$ cat src/rtl/logic_unit_pkg.sv
// Purpose : shared types and constants for the logic-unit arbiter slice.
// Latency : n/a (types only).
// Backpressure : n/a (types only).
package logic_unit_pkg;

   // Bitwise operation selected by a requester
   typedef enum logic [1:0] {
      LU_AND = 2'b00,
      LU_OR  = 2'b01,
      LU_XOR = 2'b10,
      LU_NOR = 2'b11
   } lu_op_t;

   // Result slot occupancy
   typedef enum logic {
      ST_EMPTY = 1'b0,
      ST_FULL  = 1'b1
   } lu_state_t;

   // Width of each optional per-requester grant counter
   localparam int LU_PERF_W = 16;

endpackage : logic_unit_pkg

$ cat src/rtl/logic_op_unit.sv
// Purpose : bitwise AND/OR/XOR/NOR of two DATA_W operands.
// Latency : combinational, zero cycles.
// Backpressure : none; pure function of its inputs.
module logic_op_unit
   import logic_unit_pkg::*;
#(
   parameter int DATA_W = 32
) (
   input  logic [DATA_W-1:0] a_i,
   input  logic [DATA_W-1:0] b_i,
   input  lu_op_t            op_i,
   output logic [DATA_W-1:0] s_o
);

   // Select the bitwise result for the requested operation
   always_comb begin
      s_o = '0;
      case (op_i)
         LU_AND:  s_o = a_i & b_i;
         LU_OR:   s_o = a_i | b_i;
         LU_XOR:  s_o = a_i ^ b_i;
         LU_NOR:  s_o = ~(a_i | b_i);
         default: s_o = '0;
      endcase
   end

endmodule : logic_op_unit

$ cat src/rtl/logic_unit_arbiter.sv
// Purpose : round-robin share of one bitwise logic unit among N_REQ requesters (optional grant counters under LOGIC_ARB_PERF_EN).
// Latency : 1 cycle from accepted request to registered result.
// Backpressure : slot full and consumer not ready -> no grants, result held; drain and refill in the same cycle.
module logic_unit_arbiter
   import logic_unit_pkg::*;
#(
   parameter int N_REQ  = 4,
   parameter int DATA_W = 32
) (
   input  logic                             clk_i,
   input  logic                             rst_n_i,
   input  logic [N_REQ-1:0]                 req_valid_i,
   output logic [N_REQ-1:0]                 req_ready_o,
   input  logic [N_REQ-1:0][1:0]            req_op_i,
   input  logic [N_REQ-1:0][DATA_W-1:0]     req_a_i,
   input  logic [N_REQ-1:0][DATA_W-1:0]     req_b_i,
   output logic                             rsp_valid_o,
   input  logic                             rsp_ready_i,
   output logic [DATA_W-1:0]                rsp_data_o,
   output logic [$clog2(N_REQ)-1:0]         rsp_id_o
`ifdef LOGIC_ARB_PERF_EN
   ,
   output logic [N_REQ-1:0][LU_PERF_W-1:0]  perf_grant_o
`endif
);

   localparam int ID_W = $clog2(N_REQ);
   localparam int IW1  = ID_W + 1;
   localparam logic [ID_W:0]   N_REQ_W = IW1'(N_REQ);
   localparam logic [ID_W-1:0] LAST_ID = ID_W'(N_REQ - 1);

   lu_state_t             state_q;
   logic [ID_W-1:0]       ptr_q;
   logic [ID_W-1:0]       gnt_idx;
   logic [ID_W-1:0]       ptr_next;
   logic                  gnt_found;
   logic                  can_accept;
   logic                  xfer;
   logic [ID_W:0]         cand;
   logic [DATA_W-1:0]     op_result;

   // Slot is free, or is being drained this very cycle
   assign can_accept = (state_q == ST_EMPTY) || rsp_ready_i;
   assign xfer       = gnt_found && can_accept;
   assign ptr_next   = (gnt_idx == LAST_ID) ? '0 : gnt_idx + ID_W'(1);

   // First valid requester at or after the round-robin pointer, modulo N_REQ
   always_comb begin
      gnt_found = 1'b0;
      gnt_idx   = '0;
      cand      = '0;
      for (int i = 0; i < N_REQ; i++) begin
         cand = {1'b0, ptr_q} + IW1'(i);
         if (cand >= N_REQ_W) begin
            cand = cand - N_REQ_W;
         end
         if (!gnt_found && req_valid_i[cand[ID_W-1:0]]) begin
            gnt_found = 1'b1;
            gnt_idx   = cand[ID_W-1:0];
         end
      end
   end

   // One-hot accept to the winner; forced low while reset is asserted
   always_comb begin
      req_ready_o = '0;
      if (rst_n_i && xfer) begin
         req_ready_o[gnt_idx] = 1'b1;
      end
   end

   // Single shared datapath fed by the grant mux
   logic_op_unit #(
      .DATA_W (DATA_W)
   ) u_op (
      .a_i  (req_a_i[gnt_idx]),
      .b_i  (req_b_i[gnt_idx]),
      .op_i (lu_op_t'(req_op_i[gnt_idx])),
      .s_o  (op_result)
   );

   // Slot FSM: load on transfer, drain on consumer accept, hold otherwise
   always_ff @(posedge clk_i or negedge rst_n_i) begin
      if (!rst_n_i) begin
         state_q     <= ST_EMPTY;
         rsp_valid_o <= 1'b0;
         rsp_data_o  <= '0;
         rsp_id_o    <= '0;
         ptr_q       <= '0;
      end else begin
         case (state_q)
            ST_EMPTY: begin
               if (xfer) begin
                  state_q     <= ST_FULL;
                  rsp_valid_o <= 1'b1;
                  rsp_data_o  <= op_result;
                  rsp_id_o    <= gnt_idx;
                  ptr_q       <= ptr_next;
               end
            end
            ST_FULL: begin
               if (rsp_ready_i) begin
                  if (xfer) begin
                     rsp_data_o <= op_result;
                     rsp_id_o   <= gnt_idx;
                     ptr_q      <= ptr_next;
                  end else begin
                     state_q     <= ST_EMPTY;
                     rsp_valid_o <= 1'b0;
                  end
               end
            end
            default: begin
               state_q     <= ST_EMPTY;
               rsp_valid_o <= 1'b0;
            end
         endcase
      end
   end

`ifdef LOGIC_ARB_PERF_EN
   // Per-requester saturating count of accepted requests
   always_ff @(posedge clk_i or negedge rst_n_i) begin
      if (!rst_n_i) begin
         perf_grant_o <= '0;
      end else if (xfer && (perf_grant_o[gnt_idx] != {LU_PERF_W{1'b1}})) begin
         perf_grant_o[gnt_idx] <= perf_grant_o[gnt_idx] + LU_PERF_W'(1);
      end
   end
`endif

endmodule : logic_unit_arbiter

$ cat config.mk
export PLATFORM = sky130hd
export DESIGN_NAME = logic_unit_arbiter
export DESIGN_NICKNAME = d
export VERILOG_FILES = /design/src/rtl/logic_unit_pkg.sv /design/src/rtl/logic_op_unit.sv /design/src/rtl/logic_unit_arbiter.sv
export SDC_FILE = /design/constraint.sdc
export NUM_CORES = 1
export LEC_CHECK = 0
export CORE_MARGIN = 3
export CORE_UTILIZATION = 44
export DETAILED_ROUTE_END_ITERATION = 10
export PLACE_DENSITY = 0.89
export SETUP_SLACK_MARGIN = 0.5
export SYNTH_ARGS = -nofsm -noshare
export SYNTH_HDL_FRONTEND = slang
export SYNTH_HIERARCHICAL = 1
export SYNTH_SLANG_ARGS = --single-unit
$ cat constraint.sdc
create_clock -name clk_i -period 4.96 [get_ports clk_i]
set_clock_uncertainty 0.2 [all_clocks]
set_input_delay 0.744 -clock clk_i [delete_from_list [all_inputs] [get_ports clk_i]]
set_output_delay 0.744 -clock clk_i [all_outputs]
set_load 0.03 [all_outputs]
* Yosys cells after proc, flatten, opt, wreduce, memory -nomap -nowiden
Index checks and enable logic that the tools add are counted.
Word-level totals: bits in registers 38, input port bits 271, output and inout port bits 39
Operators by class: add/subtract/negate cells 8, $lt $le $gt $ge 10, equality and inequality tests 7, mux-type cells 47, bitwise logic cells 5, reduce and logical (&&, ||, !) cells 12
Operators by type and width (count):
- $bmux 32 s2 | 2
- $mux 32 | 4
- $pmux 32 s4 | 1
- $pmux 32 s2 | 1
- $and 32x32->32 | 1
- $not 32->32 | 1
- $or 32x32->32 | 1
- $xor 32x32->32 | 1
- $mux 2 | 14
- $lt 2x3->1 const B | 5
- $mux 1 | 14
- $ge 3x3->1 const B | 3
- $bmux 1 s2 | 4
- $pmux 2 s2 | 2
- $sub 2x1->2 const B | 4
- $add 2x2->3 const B | 2
- $eq 2x2->1 const B | 3
- $logic_and 1x1->1 | 6
- $ne 2x2->1 const B | 3
- $bmux 2 s2 | 1
- $mux 4 | 1
- $pmux 1 s2 | 2
- $add 2x1->3 const B | 1
- $ge 2x3->1 const B | 1
- other kinds (9) | 11

* Longest topological paths before layout
Gate-level depths: netlist of the first run.
depth in word-level cells 22, depth in mapped cells 13, gate-level depth less buffers 10

* By module
Netlist of the first run, hierarchy kept.
By module, submodules not included:
- logic_unit_arbiter | instances 1, cells each 330, area each 3684.8 sq um
- logic_op_unit | instances 1, cells each 235, area each 2105.8 sq um

* Worst setup path after synthesis of the first run
OpenSTA, ideal clock, no wires.
kind input -> output, start point input req_valid_i[1], end point output req_ready_o[2], data arrival time 2.184 ns, required time 4.016 ns, path slack 1.832 ns, stages 6, path through a221oi_2 > nand3_1 > buf_2 > buf_6 > buf_6 > nor3_1
On the way: longest elaborated chain between the ends 17, elaborated cells on any way between the ends 30, those cells by class order compare: 2; mux: 19; reduce/logical: 9
RTL lines:
- from (decl) | RTL line logic_unit_arbiter.sv:12 | input logic [N_REQ-1:0] req_valid_i,
- $bmux 1 s2 | RTL line logic_unit_arbiter.sv:57 | if (!gnt_found && req_valid_i[cand[ID_W-1:0]]) begin
- $mux 1 (not written as such) | RTL line logic_unit_arbiter.sv:57
- $mux 1 | RTL line logic_unit_arbiter.sv:57
- $logic_not 1->1 | RTL line logic_unit_arbiter.sv:57
- $logic_and 1x1->1 | RTL line logic_unit_arbiter.sv:57
- $mux 1 | RTL line logic_unit_arbiter.sv:57
- $logic_not 1->1 | RTL line logic_unit_arbiter.sv:57
- $logic_and 1x1->1 | RTL line logic_unit_arbiter.sv:57
- $mux 1 | RTL line logic_unit_arbiter.sv:57
- $logic_not 1->1 | RTL line logic_unit_arbiter.sv:57
- $logic_and 1x1->1 | RTL line logic_unit_arbiter.sv:57
- $mux 2 | RTL line logic_unit_arbiter.sv:57
- $lt 2x3->1 (not written as such) or $ge 2x1->1 (tied branches) | RTL line logic_unit_arbiter.sv:68 | req_ready_o[gnt_idx] = 1'b1;
- $logic_and 1x1->1 (not written as such) | RTL line logic_unit_arbiter.sv:68
- $mux 1 (not written as such) | RTL line logic_unit_arbiter.sv:68
- $demux 1 s2 | RTL line logic_unit_arbiter.sv:68
- $mux 4 * | RTL line logic_unit_arbiter.sv:67 | if (rst_n_i && xfer) begin
- to (decl) | RTL line logic_unit_arbiter.sv:13 | output logic [N_REQ-1:0] req_ready_o,
Every way passes the cells marked *; elsewhere a longest branch is shown, timed or not. The select of a mux whose other input is x is not followed.

* Worst setup path in the final report of the first run
start point input req_valid_i[3], end point output req_ready_o[3]
Same word-level chain as after synthesis.

==> results of run 1 <==
-- final cells by class --
class                      count  area (µm²)  area share
multi-input combinational    420        4310       0.474
timing repair buffer         318        3210       0.353
sequential                    38         951       0.105
inverter                      69         259      0.0285
tap                          172         215      0.0237
clock buffer                   7         143      0.0157
clock inverter                 1        5.00    0.000550
-- per-layer routing --
metal,track usage,vias up,part of all wire
li1,-,2538,-
met1,0.243,2432,0.38
met2,0.452,205,0.54
met3,0.0510,16,0.068
met4,0.0524,0,0.015
met5,0,-,0
-- synth_stat cells --
cell type	count	area, µm²
inv_1	67	251
mux2_1	34	383
and3_1	1	6.26
dfrtp_1	38	951
a22oi_1	1	7.51
xor2_1	32	280
clkbuf_1	1	3.75
clkbuf_2	1	5.00
a21oi_1	3	15.0
a21boi_1	1	7.51
nor3b_1	1	7.51
nor4_2	1	12.5
buf_2	19	95.1
mux2i_1	262	2620
a221oi_2	1	15.0
buf_6	8	90.1
o21bai_1	1	7.51
buf_4	2	15.0
nand3_1	2	10.0
nor3_1	2	10.0
buf_8	2	30.0
ha_1	65	813
nand2_1	6	22.5
o22ai_1	1	6.26
buf_12	4	80.1
nor2_1	3	11.3
nor2b_1	1	6.26
clkbuf_4	1	7.51
inv_2	2	7.51
o21ai_0	2	10.0
-- critical path, cell delays in order --
cell	delay (ns)
clkdlybuf4s50_1	0.58
a21boi_1	0.18
o22ai_1	0.13
a21oi_4	0.40
ha_1	0.21
and3_1	0.16
clkdlybuf4s50_1	0.69
-- final timing paths --
path / slack (ns) / end
max in group asynchronous: 3.81 / rsp_data_o[12]
worst min-delay path: 0.29 / rsp_data_o[3]
worst max register to register: 1.49 / rsp_data_o[19]
worst max-delay path: 0.92 / req_ready_o[3]
worst min register to register: 0.29 / rsp_data_o[3]
min in group asynchronous: 0.39 / rsp_valid_o
-- per-stage QoR --
stage / setup WS (ns) / cell area (µm²)
finish: 0.921 / 9090
global route: 0.769 / 9090
CTS: 0.922 / 9090
detailed placement: 0.635 / 8940
global placement: 0.821 / 8940
floorplan: 1.83 / 5790
-- flip-flops by register name, indices dropped and copies added, names as in the netlist --
name	cells
rsp_valid_o	1
rsp_id_o	2
rsp_data_o	32
state_q	1
ptr_q	2
-- power groups by stage --
stage	logic, mW	registers [mW]	clock network (mW)
floorplan	1.92	0.823	0
global placement	2.90	0.549	0
detailed placement	3.07	0.560	0
CTS	3.08	0.555	0.334
global route	3.30	0.570	0.343
finish	3.05	0.553	0.325
-- cells by family after synthesis --
| logic type | Yosys count |
|---|---|
| DFF | 38 |
| muxes | 296 |
| buffers and inverters | 107 |
| and+or+nand+nor | 17 |
| xor gates and xnor gates | 32 |
| adders and majority gates | 65 |
| AOI/OAI and AO/OA | 10 |
==> reports/metrics.csv, run 1 <==
stage;metric;value;unit
outcome;status;finished, final reports clean;
clock_tree;cts bufs inserted;5;
routing;DRC viols;0;
logic_synthesis;simple-gate share of the synthesized area;0.0149;
layout;Ant. Diodes;0;
sta;final-report setup violation count;0;
clock_tree;H-tree Lvls;2;
routing;Routed WL;17600;µm
routing;Pre-Repair DR Iteration Count;4;
global_route;Congestion Overflow GR;0;
sta;post-layout min period;4.04;ns
logic_synthesis;sequential area share after synthesis;0.164;
layout;FILL cells;966;
floorplanning;core area;0.0127;mm²
routing;WL/cell;17.2;µm
logic_synthesis;area share of fa/ha/maj cells after synthesis;0.140;
place;Final HPWL DP;14600;µm
floorplanning;num rows;41;
sta;Hold Vio Cnt, Final;0;
global_route;vias in the first global route;5605;
power;sequential share of power;0.141;
layout;most common cell after layout, fill and taps aside;clkdlybuf4s50_1;
setup_path;Worst EP required;4.02;ns
routing;Final ANT Viol Nets;0;
logic_synthesis;multiplexer share of the synthesized area;0.519;
sta;setup_tns;0;ns
logic_synthesis;largest family of logic cells by synthesized area;multiplexers;
logic_synthesis;Post-Syn Area;0.00579;mm²
layout;share of cells above drive strength 1;0.0305;
sta;actual slew at the worst max-slew pin;0.652;ns
power;LEAKAGE;4.72;nW
logic_synthesis;Netlist cell types;30;
power;Comb power frac;0.776;
logic_synthesis;Gate Count Post-Synth;565;
logic_synthesis;Synth Area in Compound Gates;0.0119;
clock_tree;setup bufs post-CTS;0;
clock_tree;CTS Hold Buffers Added;0;
floorplanning;Chip Width;121;µm
setup_path;Setup CP Type;in -> out;
routing;DR iter-0 viols;174;
sta;FMAX;248;MHz
power;Net Switching;1.79;mW
sta;Worst slew margin;0.553;
sta;hold_ws;0.290;ns
clock_tree;root buf cell;clkbuf_16;
job;Max Cap Viol;0;
logic_synthesis;syn_area_per_cell;10.2;µm²
global_route;Global Route Usage Sum;0.228;
power;Pwr Density;432;mW/mm²
hold_path;Min-Delay Path Depth;1;
logic_synthesis;Synthesized Nets;901;
layout;Final Util;0.715;
clock_tree;Worst-path clk slew;0.06;ns
setup_path;Worst R2R Path Depth;11;
clock_tree;Sink Count;38;
floorplanning;Top-Level Pins;310;
logic_synthesis;synth warn;6;
hold_path;Hold WC Path Type;reg -> reg;
power;Tot Pwr;3.93;mW
floorplanning;initial core utilization;0.455;
setup_path;reg2reg start;ptr_q[1];
power;P_int;2.13;mW
place;Placed Instances;1017;
floorplanning;die area;0.0146;mm²
setup_path;crit-path max FO;12;
clock_tree;Clock Path Buffers;2;
global_route;initial antenna violation count;0;
global_route;first-pass GRT wire length;27000;µm
routing;via density per instance;5.06;
logic_synthesis;register bit total from synthesis;38;
clock_tree;Clock Latency Late Sink;0.28;ns
setup_path;Worst EP arrival;3.10;ns
power;Clock power frac;0.083;
layout;final net count;1188;
place;GPL Wtd Cong;0.847;
layout;synthesis-to-layout area growth;57.0;%
sta;final period utilization;0.814;
layout;Non-Filler Instances;1025;
power;worst ir drop on vdd;0.372;mV
floorplanning;Die Ht;121;µm
sta;Max Slew Vio Count;0;
sta;unrepaired setup endpoints after global routing;false;
setup_path;CP Launch Type;input port;
clock_tree;CTS tree;done;
power;Net Sw Frac;0.457;
layout;most frequent cells in the layout;308 x clkdlybuf4s50_1, 260 x mux2i_1, 67 x inv_1;
routing;DR vias;5191;
setup_path;crit end category;output pin;
place;number of port buffers;309;
clock_tree;# resized after CTS;0;
hold_path;Hold Startpoint;rsp_data_o[3];
global_route;largest net degree at the start of global routing;65;
logic_synthesis;Synth Area in XOR/XNOR;0.0484;
setup_path;crit path from;req_valid_i[3];
No activity file was read; power rests on OpenSTA's default activity.
==> run 2: changes to the inputs <==
--- a/config.mk
+++ b/config.mk
@@ -6,9 +6,9 @@
 export NUM_CORES = 1
 export LEC_CHECK = 0
 export CORE_MARGIN = 3
-export CORE_UTILIZATION = 44
+export CORE_UTILIZATION = 37
 export DETAILED_ROUTE_END_ITERATION = 10
-export PLACE_DENSITY = 0.89
+export PLACE_DENSITY = 0.8
 export SETUP_SLACK_MARGIN = 0.5
 export SYNTH_ARGS = -nofsm -noshare
 export SYNTH_HDL_FRONTEND = slang
==> constraint.sdc (replaced) <==
create_clock -name clk_i -period 3.5 [get_ports clk_i]
set_clock_uncertainty 0.2 [all_clocks]
set_input_delay 0.525 -clock clk_i [delete_from_list [all_inputs] [get_ports clk_i]]
set_output_delay 0.525 -clock clk_i [all_outputs]
set_load 0.03 [all_outputs]
==> run 2 against run 1 <==
  * Largest power group unchanged
  * Setup slack got worse by 0.38 ns
  * Sequential cell count unchanged
  * Clock power is 60% higher
  * Non-clock buffer count rose by 71
  * Global-route usage shrank 1.8 points
  * Critical endpoint is now rsp_data_o[8]
==> reports/metrics.csv, run 2 (same netlist as run 1, synthesis figures left out) <==
stage;metric;value;unit;change
outcome;status;finished, final reports clean;;unchanged
setup_path;slowest stage delay, CP;0.32;ns;was 0.69 ns
setup_path;Worst R2R Path Depth;13;;was 11
routing;DR vias;5476;;was 5,191
layout;most frequent cells in the layout;300 x clkdlybuf4s50_1, 222 x mux2i_1, 67 x inv_1;;was 308 x clkdlybuf4s50_1, 260 x mux2i_1, 67 x inv_1
power;worst ir drop on vdd;0.347;mV;was 0.372 mV
clock_tree;CTS tree;done;;unchanged
routing;DRC viols;0;;unchanged
layout;FILL cells;1187;;was 966
layout;Non-Filler Instances;1135;;was 1,025
sta;final period utilization;0.847;;
global_route;vias in the first global route;5621;;was 5,605
layout;largest registers;rsp_data_o (32), ptr_q (2), rsp_id_o (2);;unchanged
setup_path;CP Launch Type;input port;;unchanged
hold_path;Worst Hold Path EP;rsp_data_o[0];;was rsp_data_o[3]
floorplanning;die area;0.0172;mm²;was 0.0146 mm²
global_route;largest net degree at the start of global routing;35;;was 65
layout;Ant. Diodes;0;;unchanged
global_route;initial antenna violation count;0;;unchanged
place;Placed Instances;1081;;was 1,017
sta;Hold Vio Cnt, Final;0;;unchanged
setup_path;Critical R2R Capture;rsp_data_o[8];;was rsp_data_o[19]
routing;via density per instance;4.82;;was 5.06
layout;share of cells above drive strength 1;0.167;;was 0.0305
place;GPL Wtd Cong;0.734;;was 0.847
floorplanning;core area;0.0153;mm²;was 0.0127 mm²
setup_path;crit-path cells;dlygate4sd2_1 -> buf_4 -> a21boi_2 -> o22ai_2 -> a21oi_4 -> buf_4 -> buf_16 -> mux2i_2 -> inv_1 -> ha_1 -> mux2i_1 -> mux2i_1 -> mux2_1;;was clkdlybuf4s50_1 -> a21boi_1 -> o22ai_1 -> a21oi_4 -> ha_1 -> and3_1 -> clkdlybuf4s50_1
routing;Routed WL;19900;µm;was 17,600 µm
routing;Pre-Repair DR Iteration Count;4;;unchanged
layout;synthesis-to-layout area growth;78.1;%;was 57.0%
global_route;Congestion Overflow GR;0;;unchanged
setup_path;Setup CP Type;in -> reg;;was in -> out
layout;most common cell after layout, fill and taps aside;clkdlybuf4s50_1;;unchanged
setup_path;Worst EP arrival;2.93;ns;was 3.10 ns
sta;final-report setup violation count;0;;unchanged
sta;post-layout min period;2.96;ns;
clock_tree;Clock Path Buffers;2;;unchanged
layout;max reg flops;32;;unchanged
floorplanning;Top-Level Pins;310;;unchanged
routing;Final ANT Viol Nets;0;;unchanged
place;Final HPWL DP;14500;µm;was 14,600 µm
sta;Worst slew margin;0.623;;was 0.553
power;Pwr Density;652;mW/mm²;was 432 mW/mm²
hold_path;Min-Delay Path Depth;1;;unchanged
hold_path;Hold Startpoint;rsp_data_o[0];;was rsp_data_o[3]
routing;DR iter-0 viols;155;;was 174
floorplanning;num rows;45;;was 41
setup_path;Worst EP required;3.47;ns;was 4.02 ns
sta;Max Slew Vio Count;0;;unchanged
clock_tree;root buf cell;clkbuf_16;;unchanged
layout;Final Util;0.676;;was 0.715
layout;final net count;1259;;was 1,188
setup_path;top cell family by delay on the critical path;buffers and inverters;;unchanged
floorplanning;Die Ht;131;µm;was 121 µm
global_route;Global Route Usage Sum;0.210;;was 0.228
clock_tree;cts bufs inserted;5;;unchanged
setup_path;Crit-path slowest cell;mux2i_2;;was clkdlybuf4s50_1
routing;WL/cell;17.6;µm;was 17.2 µm
sta;FMAX;338;MHz;
place;number of port buffers;309;;unchanged
sta;unrepaired setup endpoints after global routing;true;;was false
setup_path;crit end category;register;;was output pin
setup_path;Critical path buffers and inverters;5;;was 2
power;LEAKAGE;5.21;nW;was 4.72 nW
sta;actual slew at the worst max-slew pin;0.561;ns;was 0.652 ns
setup_path;reg2reg start;ptr_q[1];;unchanged
clock_tree;Sink Count;38;;unchanged
setup_path;crit-path max FO;16;;was 12
setup_path;r2r setup slk;0.57;ns;was 1.49 ns
floorplanning;Chip Width;131;µm;was 121 µm
clock_tree;Clock Latency Late Sink;0.29;ns;was 0.28 ns
clock_tree;H-tree Lvls;2;;unchanged
clock_tree;Worst-path clk slew;0.06;ns;about the same
layout;Top reg by flops;rsp_data_o;;unchanged
job;Max Cap Viol;0;;unchanged
hold_path;Hold WC Path Type;reg -> reg;;unchanged
floorplanning;initial core utilization;0.379;;was 0.455
global_route;first-pass GRT wire length;29400;µm;was 27,000 µm
[run 2: changes by cell type in the layout (fill, tap and decap cells not counted), moves of 6 or more]
cell / previous run / this run
buf_4: 5 / 54
mux2i_1: 260 / 222
mux2i_2: 0 / 30
buf_16: 0 / 8
clkdlybuf4s50_1: 308 / 300
mux2_1: 34 / 26
mux2_4: 0 / 8
mux2i_4: 2 / 10
buf_6: 0 / 6
[run 2: timing repair]
item,in CTS,in global routing
endpoints found under the setup margin,34,33
buffers inserted,14,21
cloned,6,4
resized for setup,15,70
hold buffers,1,0
pin swaps,2,11
hold endpoints to repair,5,0
[run 2: worst max path at each step]
stage / from / endpoint / slack [ns] / depth (start not counted)
6_report: req_valid_i[2] / rsp_data_o[8] / 0.54 / 13
5_1_grt: req_valid_i[3] / rsp_data_o[8] / 0.44 / 13
4_1_cts: ptr_q[1] / rsp_data_o[3] / 0.51 / 13
3_5_place_dp: req_valid_i[3] / rsp_data_o[27] / -0.07 / 13
3_3_place_gp: req_valid_i[3] / rsp_data_o[27] / -0.006 / 13
2_1_floorplan: req_valid_i[3] / rsp_data_o[10] / 0.81 / 11
[run 2: layout make-up]
class | instances | area (µm²) | area share
Clock buffer | 5 | 125 | 0.0121
Inverter | 69 | 259 | 0.0251
Clock inverter | 3 | 40.0 | 0.00388
Tap cell | 211 | 264 | 0.0256
Multi-Input combinational cell | 420 | 4600 | 0.446
Sequential cell | 38 | 951 | 0.0922
Timing Repair Buffer | 389 | 4070 | 0.395
[run 2: per-layer routing]
layer,global-route usage,vias up,part of all wire
met4,0.0391,0,0.014
met3,0.0613,17,0.066
li1,-,2684,-
met5,0,-,0
met1,0.234,2564,0.40
met2,0.398,211,0.52
[run 2: report_power, final]
part           switching, mW  internal [mW]  leakage [nW]
combinational           2.53           2.90          4.67
sequential             0.122          0.660         0.452
clock                  0.186          0.334        0.0836
[run 2: stage by stage]
step	setup slack (ns)	hold slack [ns]	setup TNS [ns]	power, mW	instance area [µm²]
finish	0.537	0.286	0	6.73	10300
global route	0.438	0.296	0	7.22	10300
CTS	0.507	0.288	0	6.22	9770
detailed placement	-0.0691	0.201	-0.291	5.28	9250
global placement	-0.00569	0.197	-0.00569	5.16	9250
floorplan	0.807	0.0294	0	3.89	5790
[run 2: worst reg2reg max path, delay by kind of cell (launching register included)]
kind	cells	cell delay, ns
fa+ha+maj	1	0.30
flops	1	0.39
compound gates	3	0.40
buf+inv	5	0.69
mux	4	0.84
